===== src/rtl/mem_arb_pkg.sv =====
// Shared types and constants for the SRAM arbiter and its round-robin picker.
package mem_arb_pkg;

  typedef enum logic [1:0] {
    ST_IDLE   = 2'd0,
    ST_ACCESS = 2'd1,
    ST_DONE   = 2'd2
  } state_e;

  localparam logic PORT_A = 1'b0;
  localparam logic PORT_B = 1'b1;

  localparam int WAIT_MIN = 1;
  localparam int WAIT_MAX = 15;

endpackage


===== src/rtl/mem_arb_pick.sv =====
// Two-way round-robin picker: a lone eligible port wins; on a tie the port
// that did not win last time is chosen.
module mem_arb_pick
  import mem_arb_pkg::*;
(
  input  logic eligA,
  input  logic eligB,
  input  logic lastGrant,
  output logic grant,
  output logic grantValid
);

  always_comb begin
    grantValid = eligA | eligB;
    grant      = PORT_A;
    if (eligA && eligB) begin
      grant = ~lastGrant;
    end else if (eligB) begin
      grant = PORT_B;
    end
  end

endmodule


===== src/rtl/mem_arbiter.sv =====
// Shares one SRAM between a debug port (A) and the core (B): fixed-length
// accesses with WAIT_CYCLES enable cycles, round-robin on conflict, core pause.
module mem_arbiter
  import mem_arb_pkg::*;
#(
  parameter int WAIT_CYCLES = 1
) (
  input  logic        i_clk,
  input  logic        i_rstn,
  input  logic        i_aReq,
  input  logic        i_aWr,
  input  logic [15:0] i_aAddr,
  input  logic [15:0] i_aData,
  output logic        o_aAck,
  output logic [15:0] o_aData,
  input  logic        i_bReq,
  input  logic        i_bWr,
  input  logic [15:0] i_bAddr,
  input  logic [15:0] i_bData,
  output logic        o_bAck,
  output logic [15:0] o_bData,
  input  logic        i_pause,
  output logic        o_pauseSafe,
  output logic [15:0] o_memAddr,
  output logic        o_memWr,
  output logic        o_memEn,
  output logic [15:0] o_memDataOut,
  output logic        o_memDataOE,
  input  logic [15:0] i_memData,
  output logic [1:0]  o_dbgState
);

  if (WAIT_CYCLES < WAIT_MIN || WAIT_CYCLES > WAIT_MAX) begin : g_bad_wait
    $error("mem_arbiter: WAIT_CYCLES=%0d outside 1..15", WAIT_CYCLES);
  end

  localparam logic [3:0] CNT_LOAD = 4'(WAIT_CYCLES - 1);

  state_e      state_q, state_d;
  logic [3:0]  cnt_q, cnt_d;
  logic        grant_q, grant_d;
  logic        wr_q, wr_d;
  logic [15:0] addr_q, addr_d;
  logic [15:0] wdata_q, wdata_d;
  logic [15:0] a_rdata_q, a_rdata_d;
  logic [15:0] b_rdata_q, b_rdata_d;
  logic        pause_safe_q, pause_safe_d;
  logic        pick_grant, pick_valid;

  mem_arb_pick u_pick (
    .eligA      (i_aReq),
    .eligB      (i_bReq & ~i_pause),
    .lastGrant  (grant_q),
    .grant      (pick_grant),
    .grantValid (pick_valid)
  );

  always_comb begin
    state_d   = state_q;
    cnt_d     = cnt_q;
    grant_d   = grant_q;
    wr_d      = wr_q;
    addr_d    = addr_q;
    wdata_d   = wdata_q;
    a_rdata_d = a_rdata_q;
    b_rdata_d = b_rdata_q;
    case (state_q)
      ST_IDLE: begin
        if (pick_valid) begin
          grant_d = pick_grant;
          wr_d    = (pick_grant == PORT_A) ? i_aWr   : i_bWr;
          addr_d  = (pick_grant == PORT_A) ? i_aAddr : i_bAddr;
          wdata_d = (pick_grant == PORT_A) ? i_aData : i_bData;
          cnt_d   = CNT_LOAD;
          state_d = ST_ACCESS;
        end
      end
      ST_ACCESS: begin
        if (cnt_q == 4'd0) begin
          if (!wr_q) begin
            if (grant_q == PORT_A) a_rdata_d = i_memData;
            else                   b_rdata_d = i_memData;
          end
          state_d = ST_DONE;
        end else begin
          cnt_d = cnt_q - 4'd1;
        end
      end
      ST_DONE: state_d = ST_IDLE;
      default: state_d = ST_IDLE;
    endcase
    // grant_q doubles as lastGrant; it is only meaningful for safety while busy
    pause_safe_d = i_pause & ~((state_q != ST_IDLE) & (grant_q == PORT_B));
  end

  always_ff @(posedge i_clk or negedge i_rstn) begin
    if (!i_rstn) begin
      state_q      <= ST_IDLE;
      cnt_q        <= 4'd0;
      grant_q      <= PORT_B;
      wr_q         <= 1'b0;
      addr_q       <= 16'h0000;
      wdata_q      <= 16'h0000;
      a_rdata_q    <= 16'h0000;
      b_rdata_q    <= 16'h0000;
      pause_safe_q <= 1'b0;
    end else begin
      state_q      <= state_d;
      cnt_q        <= cnt_d;
      grant_q      <= grant_d;
      wr_q         <= wr_d;
      addr_q       <= addr_d;
      wdata_q      <= wdata_d;
      a_rdata_q    <= a_rdata_d;
      b_rdata_q    <= b_rdata_d;
      pause_safe_q <= pause_safe_d;
    end
  end

  // Strobes decode straight from state so an async reset kills them at once.
  assign o_memEn      = (state_q == ST_ACCESS);
  assign o_memWr      = (state_q == ST_ACCESS) & wr_q;
  assign o_memDataOE  = (state_q == ST_ACCESS) & wr_q;
  assign o_memAddr    = addr_q;
  assign o_memDataOut = wdata_q;
  assign o_aAck       = (state_q == ST_DONE) & (grant_q == PORT_A);
  assign o_bAck       = (state_q == ST_DONE) & (grant_q == PORT_B);
  assign o_aData      = a_rdata_q;
  assign o_bData      = b_rdata_q;
  assign o_pauseSafe  = pause_safe_q;
  assign o_dbgState   = state_q;

endmodule


===== config.mk =====
export PLATFORM = sky130hd
export DESIGN_NAME = mem_arbiter
export DESIGN_NICKNAME = d
export VERILOG_FILES = /design/src/rtl/mem_arb_pkg.sv /design/src/rtl/mem_arb_pick.sv /design/src/rtl/mem_arbiter.sv
export SDC_FILE = /design/constraint.sdc
export NUM_CORES = 1
export LEC_CHECK = 0
export ABC_CLOCK_PERIOD_IN_PS = 2300
export BUFFER_PORTS_ARGS = -buffer_cell sky130_fd_sc_hd__buf_2
export CAP_MARGIN = 30
export CORE_MARGIN = 2
export CORE_UTILIZATION = 45
export CTS_CLUSTER_SIZE = 28
export DETAILED_ROUTE_END_ITERATION = 16
export PLACE_DENSITY = 0.83
export SYNTH_ARGS = -nofsm -noshare
export SYNTH_HDL_FRONTEND = slang
export SYNTH_SLANG_ARGS = --single-unit

===== constraint.sdc =====
create_clock -name i_clk -period 2.3 [get_ports i_clk]
set_input_delay 0.115 -clock i_clk [delete_from_list [all_inputs] [get_ports i_clk]]
set_output_delay 0.115 -clock i_clk [all_outputs]
set_load 0.005 [all_outputs]

==> results.sh, run 1 <==
export IMPL_status="complete, no violations"
export IMPL_sw_frac_of_total_pct=33.0
export IMPL_ant_nets=0
export IMPL_cts_setup_buffers=0
export IMPL_p_leak_nw=2.39
export IMPL_intPower_mw=3.66
export IMPL_synth_seq_cells=73
export IMPL_dieArea_sq_mm=0.00769
export IMPL_numPortBuffers=158
export IMPL_worst_ep_required_time_ps=2520
export IMPL_dpl_cell_area_sq_mm=0.00404
export IMPL_firstDrtPassIters=4
export IMPL_clockBufferDepth=2
export IMPL_synth_top_area_cell="dfrtp_1"
export IMPL_layout_drive_gt1_share_pct=51.3
export IMPL_setup_violations=0
export IMPL_tns_ps=0
export IMPL_yosysWarnings=0
export IMPL_clock_latency_ps=340
export IMPL_drv_cap=0
export IMPL_routed_wirelength_mm=6.74
export IMPL_core_area_sq_mm=0.00679
export IMPL_fin_nets=502
export IMPL_fin_area_sq_mm=0.00430
export IMPL_grt_pass1_vias=2409
export IMPL_fin_cells=515
export IMPL_initial_utilization_pct=46.4
export IMPL_hpwl_mm=5.00
export IMPL_insertedDiodeCount=0
export IMPL_synth_area_leaders="dfrtp_1, mux2i_1, mux2_2"
export IMPL_overflow=0
export IMPL_cp_depth=6
export IMPL_crit_path_start_kind="flip-flop"
export IMPL_p_clk_share_pct=19.6
export IMPL_endpoint_kind="flip-flop"
export IMPL_grt_usage_pct=18.3
export IMPL_chipHeight_microns=87.7
export IMPL_fin_crit_sh_pct=84.7
export IMPL_slew_viol_final=0
export IMPL_slew_headroom_pct=41.3
export IMPL_synthesis_nets=340
export IMPL_syn_avg_cell_area_sq_um=12.5
export IMPL_area_growth_pct=36.3
export IMPL_placed_cells=495
export IMPL_critPathKind="flip-flop to flip-flop"
export IMPL_r2r_cells=6
export IMPL_cts_tree="done"
export IMPL_rsz0062_at_grt="false"
export IMPL_skew_ps=8.45
export IMPL_tightest_slew_ps=880
export IMPL_htree_levels=3
export IMPL_cp_data_arrival_time_ps=2170
export IMPL_row_count=30
export IMPL_cts_clk_slew_worst_paths_ps=80
export IMPL_synth_top_area_share_pct=57.1
export IMPL_pin_count=159
export IMPL_cp_slowest_cell="or3b_4"
export IMPL_grt_pass1_wl_mm=10.9
export IMPL_power_density_mw_per_mm2=1270
export IMPL_finalHoldViolations=0
export IMPL_syn_inst=252
export IMPL_cts_root_buf="clkbuf_8"
export IMPL_cp_cell_sequence="inv_1, ha_1, or3b_4, nor2_8, nand3b_4, mux2_4"
export IMPL_gp_congestion=0.724
export IMPL_die_w_microns=87.7
export IMPL_avgViaCountPerCell=4.74
export IMPL_cts_made_buffers=9
export IMPL_seq_area_frac_synth_pct=58.0
export IMPL_combPwrFrac_pct=38.5
export IMPL_critPathMaxStageDelay_ps=430
export IMPL_period_needed_ps=1950
export IMPL_vias=2443
export IMPL_total_switching_power_mw=1.80
export IMPL_drc_errors=0
export IMPL_power_frac_seq_pct=41.9
export IMPL_irDropWorstVdd_uv=463
export IMPL_drt_iter0_markers=60
export IMPL_hold_path_class="input pin to flip-flop"
export IMPL_cpLargestDelayFamily="simple AND/OR/NAND/NOR gates"
export IMPL_cp_max_fo=16
export IMPL_grt_max_degree=74
export IMPL_totalPowerFinal_mw=5.47
export IMPL_nFillCells=539
export IMPL_fmax_mhz=514
export IMPL_hold_depth=2
export IMPL_antenna_found_initial=0
export IMPL_netlist_area_sq_mm=0.00315
export IMPL_netlist_cell_type_count=25
export IMPL_post_drt_wl_per_cell_microns=13.1
export IMPL_clock_sinks=73
export IMPL_cp_buffers_inverters=1
## routing by layer
layer  wire [microns]  vias to the layer above  track usage [%]
li1                 -                     1195                -
met3              448                        6             5.47
met4               55                        0             6.43
met2             3530                       98             32.6
met5                0                        -                0
met1             2700                     1144             20.9
## power by group through the flow
stage	clock [mW]	sequential (mW)	combinational (mW)
final	1.07	2.29	2.10
after global routing	1.17	2.37	2.36
after CTS	1.12	2.29	2.15
after detailed placement	0	2.30	2.15
after global placement	0	2.28	2.05
after floorplan	0	2.33	1.14
## state kept, by name, indices dropped and copies added, names as in the netlist
signal        cells
o_memAddr        16
o_pauseSafe       1
o_bData          16
grant_q           1
wr_q              1
o_aData          16
o_dbgState        2
o_memDataOut     16
cnt_q             4
## synth_stat cells, drive strengths merged
cell type	n
nand3	5
nand2	39
buf	6
and2	2
nor3	1
mux2i	33
mux2	33
dfstp	1
dfrtp	72
nor2b	1
o21ai	39
clkbuf	7
nand3b	1
nor3b	1
or3b	1
nand2b	1
inv	3
nor2	4
ha	1
and3b	1
## layout by cell type (no fill, tap or decap), types with 2 or more instances in the layout
cell	count
nor2_1	3
inv_1	3
mux2i_1	33
buf_12	2
o21ai_0	38
dfrtp_1	72
buf_2	157
clkbuf_8	9
nand3_1	5
and2_1	2
dlygate4sd3_1	4
mux2_2	23
mux2_4	10
bufinv_16	2
nand2_1	37
## final timing paths
| path | startpoint | to | slack [ps] |
|---|---|---|---|
| worst min-delay path | i_memData[12] | o_bData[12] | 20 |
| worst min register to register | o_memDataOut[9] | o_memDataOut[9] | 470 |
| min in group asynchronous | i_rstn | o_aData[8] | 440 |
| worst max-delay path | cnt_q[0] | o_bData[10] | 350 |
| worst max register to register | cnt_q[0] | o_bData[10] | 350 |
| max in group asynchronous | i_rstn | o_memDataOut[3] | 1280 |
## logic make-up (layout without fill, tap and decap cells)
kind of cell	Yosys count	count (layout)	synth area share [%]
compound gates	39	39	6.19
simple gates	57	57	9.13
mux	66	66	23.5
flops	73	73	58.0
fa+ha+maj	1	1	0.397
buf+inv	16	183	2.86
## repair_timing
item / in CTS / in global routing
hold buffers: 2 / 2
endpoints found under the hold margin: 73 / 2
resized for setup: 0 / 0
## per-stage QoR
stage / util (%) / setup WS [ps] / hold WS [ps]
after floorplan: - / 473 / -181
after global placement: 59.5 / 397 / 292
after detailed placement: 59.5 / 352 / 298
after CTS: 63.0 / 331 / 0.260
after global routing: 63.3 / 241 / 1.11
final: 63.3 / 353 / 21.6
## layout make-up
| type | count | area (sq um) | area share, % |
|---|---|---|---|
| Sequential cell | 73 | 1830 | 42.5 |
| Multi-Input combinational cell | 163 | 1250 | 29.0 |
| Timing Repair Buffer | 164 | 873 | 20.3 |
| Clock buffer | 10 | 128 | 2.97 |
| Tap cell | 96 | 120 | 2.79 |
| Clock inverter | 6 | 90.1 | 2.10 |
| Inverter | 3 | 11.3 | 0.262 |
Note: power is estimated with default switching activity, not from simulation.
==> run 2: changes to the inputs <==
ABC_CLOCK_PERIOD_IN_PS = 1600   (was 2300)
CORE_UTILIZATION = 41   (was 45)
PLACE_DENSITY = 0.8   (was 0.83)
clock period = 1.6 ns   (was 2.3 ns; I/O delays follow)
==> run 2 against run 1 <==
Against the previous run:
- the flow now finishes with violations (negative setup slack)
- critical endpoint is now o_bData[9]
- via count up 6.4%
- largest cell class unchanged
- global-route usage rose by 0.26 points
- first-iteration DRC count rose by 50%
- die area increased by 9.3%
- cell count grew 6.8%
==> results.sh, run 2 (synthesis gave the netlist of run 1 again) <==
export IMPL_drc_errors=0
export IMPL_chipHeight_microns=91.7
export IMPL_slew_viol_final=0
export IMPL_clockBufferDepth=2
export IMPL_routed_wirelength_mm=7.82
export IMPL_setup_ws_ps=-220
export IMPL_firstDrtPassIters=4
export IMPL_pin_count=159
export IMPL_final_core_util_pct=64.0
export IMPL_period_needed_ps=1820
export IMPL_nFillCells=567
export IMPL_r2r_slack_ps=-220
export IMPL_grt_pass1_wl_mm=12.4
export IMPL_clock_latency_ps=340
export IMPL_r2r_end="o_bData[9]"
export IMPL_power_density_mw_per_mm2=1840
export IMPL_violations="negative setup slack"
export IMPL_final_cell_mix="buf_2, dfrtp_1, nand2_1, o21ai_0, mux2i_1"
export IMPL_overflow=0
export IMPL_initial_utilization_pct=43.0
export IMPL_htree_levels=3
export IMPL_dpl_cell_area_sq_mm=0.00413
export IMPL_antenna_found_initial=0
export IMPL_layout_drive_gt1_share_pct=53.2
export IMPL_tightest_slew_ps=759
export IMPL_gp_congestion=0.734
export IMPL_irDropWorstVdd_uv=784
export IMPL_hold_end="o_memAddr[9]"
export IMPL_cts_made_buffers=9
export IMPL_hold_start="i_bAddr[9]"
export IMPL_fin_nets=534
export IMPL_fin_crit_sh_pct=114
export IMPL_final_common_cell="buf_2"
export IMPL_dieArea_sq_mm=0.00841
export IMPL_rsz0062_at_grt="true"
export IMPL_insertedDiodeCount=0
export IMPL_drt_iter0_markers=90
export IMPL_critPathKind="flip-flop to flip-flop"
export IMPL_hpwl_mm=5.54
export IMPL_ant_nets=0
export IMPL_grt_max_degree=50
export IMPL_worstReg2RegStart="cnt_q[1]"
export IMPL_skew_ps=9.74
export IMPL_grt_usage_pct=18.6
export IMPL_cts_clk_slew_worst_paths_ps=80
export IMPL_cts_tree="done"
export IMPL_hold_path_class="input pin to flip-flop"
export IMPL_cp_max_fo=16
export IMPL_avgViaCountPerCell=4.73
export IMPL_slew_headroom_pct=49.2
export IMPL_drv_cap=0
export IMPL_p_leak_nw=2.57
export IMPL_row_count=31
export IMPL_core_area_sq_mm=0.00733
export IMPL_endpoint_kind="flip-flop"
export IMPL_worst_ep_required_time_ps=1810
export IMPL_finalHoldViolations=0
export IMPL_clock_sinks=73
export IMPL_post_drt_wl_per_cell_microns=14.2
export IMPL_placed_cells=508
export IMPL_vias=2600
export IMPL_cp_data_arrival_time_ps=2030
export IMPL_crit_path_start_kind="flip-flop"
export IMPL_fin_cells=550
export IMPL_numPortBuffers=158
export IMPL_setup_violations=34
export IMPL_fmax_mhz=550
export IMPL_cts_root_buf="clkbuf_8"
export IMPL_hold_depth=3
export IMPL_fin_area_sq_mm=0.00469
export IMPL_grt_pass1_vias=2637
export IMPL_die_w_microns=91.7
export IMPL_r2r_cells=7
export IMPL_area_growth_pct=48.8
export IMPL_status="finished with violations"
[run 2: changes by cell type in the layout (fill, tap and decap cells not counted), moves of 2 or more]
cell           before  now
buf_12              2    4
buf_4               1   14
buf_6               0    2
dlygate4sd3_1       4   18
nand2_8             0    2
nand3_1             5    3
nand3_2             0    2
o21ai_0            38   35
o21ai_1             0    2
[run 2: worst max-delay path: stages (launching register included)]
cell	delay, ps
dfrtp_1	390
inv_1	60
ha_1	150
or3b_4	420
nor2_8	140
nand3b_4	90
buf_12	160
mux2_4	300
[run 2: area by class of cell]
| type | instances | area [sq um] | area share [%] |
|---|---|---|---|
| Multi-Input combinational cell | 164 | 1310 | 27.8 |
| Sequential cell | 73 | 1830 | 39.0 |
| Clock inverter | 7 | 125 | 2.67 |
| Timing Repair Buffer | 195 | 1170 | 25.0 |
| Inverter | 3 | 11.3 | 0.240 |
| Clock buffer | 9 | 124 | 2.64 |
| Tap cell | 99 | 124 | 2.64 |
[run 2: metrics by stage]
step	setup TNS (ps)	hold WS [ps]	power [mW]	setup slack, ps
3_5_place_dp	-5210	95.8	6.52	-210
3_3_place_gp	-3740	82.0	6.35	-161
5_1_grt	-8270	3.55	9.25	-278
4_1_cts	-5760	9.94	8.56	-210
6_report	-6150	23.7	8.65	-220
2_1_floorplan	-3820	-216	4.99	-227
[run 2: worst max path at each step]
stage	slack, ps	start	to	cells past startpoint
4_1_cts	-210	cnt_q[0]	o_bData[9]	7
5_1_grt	-280	cnt_q[0]	o_bData[9]	7
3_3_place_gp	-160	cnt_q[0]	o_bData[12]	7
2_1_floorplan	-230	cnt_q[0]	o_bData[10]	7
6_report	-220	cnt_q[1]	o_bData[9]	7
3_5_place_dp	-210	cnt_q[0]	o_bData[9]	7
[run 2: power by group]
group / switching (mW) / internal (mW)
Clock: 0.715 / 1.05
Combinational: 1.69 / 1.92
Sequential: 0.498 / 2.77
Total: 2.91 / 5.74
[run 2: per-layer routing]
| layer | vias up | GRT usage [%] | wire, microns |
|---|---|---|---|
| li1 | 1261 | - | - |
| met1 | 1223 | 21.9 | 3210 |
| met2 | 109 | 33.3 | 3980 |
| met3 | 7 | 4.44 | 562 |
| met4 | 0 | 5.85 | 70 |
| met5 | - | 0 | 0 |
[run 2: what timing repair did]
action,in CTS,in global routing
hold buffers,18,0
endpoints found under the hold margin,67,0
setup buffers,4,3
gates cloned,1,0
setup endpoints to repair,33,41
resized for setup,5,10
==> run 3: changes to the inputs <==
CELL_PAD_IN_SITES_DETAIL_PLACEMENT = 1   (was not set)
CELL_PAD_IN_SITES_GLOBAL_PLACEMENT = 1   (was not set)
CORE_MARGIN = 1   (was 2)
CORE_UTILIZATION = 31   (was 41)
==> run 3 against run 2 <==
Against the previous run:
- the flow still finishes with violations (negative setup slack)
- worst setup slack worse by 39 ps
- maximum frequency shrank 2.1%
- power up 0.22%
- die area rose by 26%
- sequential share of layout area shrank 0.81 points
- via count is 2.0% higher
- non-clock buffer count rose by 5
- critical path type unchanged
- largest cell class unchanged
- largest power group unchanged
==> results.sh, run 3 (synthesis gave the netlist of run 1 again) <==
export IMPL_totalPowerFinal_mw=8.67
export IMPL_avgViaCountPerCell=4.50
export IMPL_numPortBuffers=158
export IMPL_hold_path_class="input pin to flip-flop"
export IMPL_fin_nets=539
export IMPL_grt_usage_pct=17.5
export IMPL_clockBufferDepth=2
export IMPL_die_w_microns=103
export IMPL_overflow=0
export IMPL_cp_slowest_cell="or3b_4"
export IMPL_hold_start="i_bData[2]"
export IMPL_r2r_cells=7
export IMPL_r2r_end="o_bData[12]"
export IMPL_p_leak_nw=2.59
export IMPL_routed_wirelength_mm=9.16
export IMPL_dieArea_sq_mm=0.0106
export IMPL_irDropWorstVdd_uv=541
export IMPL_multiInputGateArea_sq_mm=0.00134
export IMPL_cts_tree="done"
export IMPL_cpLargestDelayFamily="simple AND/OR/NAND/NOR gates"
export IMPL_insertedDiodeCount=0
export IMPL_grt_max_degree=62
export IMPL_endpoint_kind="flip-flop"
export IMPL_drc_errors=0
export IMPL_rsz0062_at_grt="true"
export IMPL_drt_iter0_markers=49
export IMPL_setup_violations=34
export IMPL_firstDrtPassIters=4
export IMPL_nFillCells=1113
export IMPL_hold_end="o_memDataOut[2]"
export IMPL_whs_ps=20.0
export IMPL_initial_utilization_pct=32.1
export IMPL_cp_cell_sequence="inv_1, ha_2, or3b_4, nor2_8, nand3b_4, buf_12, mux2_4"
export IMPL_fin_crit_sh_pct=116
export IMPL_cp_buffers_inverters=2
export IMPL_cts_made_buffers=9
export IMPL_power_density_mw_per_mm2=1810
export IMPL_worst_ep_required_time_ps=1830
export IMPL_ant_nets=0
export IMPL_slew_headroom_pct=62.0
export IMPL_clock_sinks=73
export IMPL_hold_depth=3
export IMPL_slew_viol_final=0
export IMPL_critPathKind="flip-flop to flip-flop"
export IMPL_htree_levels=3
export IMPL_cts_clk_slew_worst_paths_ps=80
export IMPL_fmax_mhz=538
export IMPL_violations="negative setup slack"
export IMPL_finalHoldViolations=0
export IMPL_final_common_cell="buf_2"
export IMPL_status="finished with violations"
export IMPL_crit_path_start_kind="flip-flop"
export IMPL_tightest_slew_ps=570
export IMPL_gp_congestion=0.780
export IMPL_skew_ps=7.58
export IMPL_setup_ws_ps=-259
export IMPL_post_drt_wl_per_cell_microns=15.5
export IMPL_grt_pass1_vias=2807
export IMPL_hpwl_mm=6.37
export IMPL_row_count=36
export IMPL_pin_count=159
export IMPL_cp_max_fo=16
export IMPL_drv_cap=0
export IMPL_chipHeight_microns=103
export IMPL_r2r_slack_ps=-260
export IMPL_critPathMaxStageDelay_ps=420
export IMPL_cts_root_buf="clkbuf_8"
export IMPL_area_growth_pct=52.0
export IMPL_regArea_sq_mm=0.00183
export IMPL_clock_latency_ps=340
export IMPL_final_core_util_pct=48.8
export IMPL_layout_drive_gt1_share_pct=55.3
export IMPL_cp_data_arrival_time_ps=2090
export IMPL_tns_ps=-7510
export IMPL_antenna_found_initial=0
export IMPL_core_area_sq_mm=0.00982
export IMPL_period_needed_ps=1860
export IMPL_worstReg2RegStart="cnt_q[0]"
export IMPL_final_cell_mix="buf_2, dfrtp_1, o21ai_0, nand2_1, mux2i_1"
export IMPL_grt_pass1_wl_mm=13.9
export IMPL_vias=2652
run 3: changes by cell type in the layout (fill, tap and decap cells not counted), sizes merged:
cell	before	now
clkinvlp	0	1
clkinv	2	3
buf	177	181
bufinv	3	1
clkbuf	9	10
run 3: final cells by class:
type / count / area share (%)
timing repair buffer: 200 / 26.0
multi-input combinational: 164 / 28.0
inverter: 3 / 0.235
clock buffer: 9 / 2.58
sequential: 73 / 38.2
clock inverter: 7 / 1.62
tap: 133 / 3.47
run 3: stage by stage:
stage / setup slack [ps] / area [sq um] / instances
floorplan: -227 / 3150 / 252
global placement: -173 / 4220 / 544
detailed placement: -215 / 4220 / 544
CTS: -195 / 4660 / 583
global route: -320 / 4790 / 589
finish: -259 / 4790 / 589
run 3: worst max-delay path by stage:
stage | start | endpoint | depth (start not counted)
finish | cnt_q[0] | o_bData[12] | 7
global route | cnt_q[0] | o_bData[13] | 7
CTS | cnt_q[0] | o_bData[12] | 7
detailed placement | cnt_q[0] | o_bData[13] | 7
global placement | cnt_q[0] | o_bData[12] | 7
floorplan | cnt_q[0] | o_bData[10] | 7
run 3: what timing repair did:
| item | CTS | global route |
|---|---|---|
| setup endpoints to repair | 36 | 43 |
| hold buffers | 18 | 0 |
| gates cloned | 1 | 1 |
| hold endpoints to repair | 72 | 0 |
| setup buffers | 4 | 5 |
| resized for setup | 5 | 21 |
| pin swaps | 0 | 2 |
run 3: power by group:
group | total, mW | leakage (nW) | switching, mW | internal (mW)
registers | 3.28 | 0.877 | 0.509 | 2.77
clock network | 1.48 | 0.100 | 0.746 | 0.734
logic | 3.90 | 1.62 | 1.83 | 2.07
total | 8.67 | 2.59 | 3.09 | 5.58
run 3: worst reg2reg max path, delay by kind of cell, from the launching register on:
| kind | cells | cell delay, ps |
|---|---|---|
| flops | 1 | 400 |
| mux | 1 | 300 |
| simple gates | 3 | 650 |
| fa+ha+maj | 1 | 170 |
| buf+inv | 2 | 240 |
run 3: metal layers:
layer	routed length, microns	global-route usage [%]
met5	0	0
met4	91	5.63
met1	3650	20.3
met3	389	4.20
met2	5020	31.7
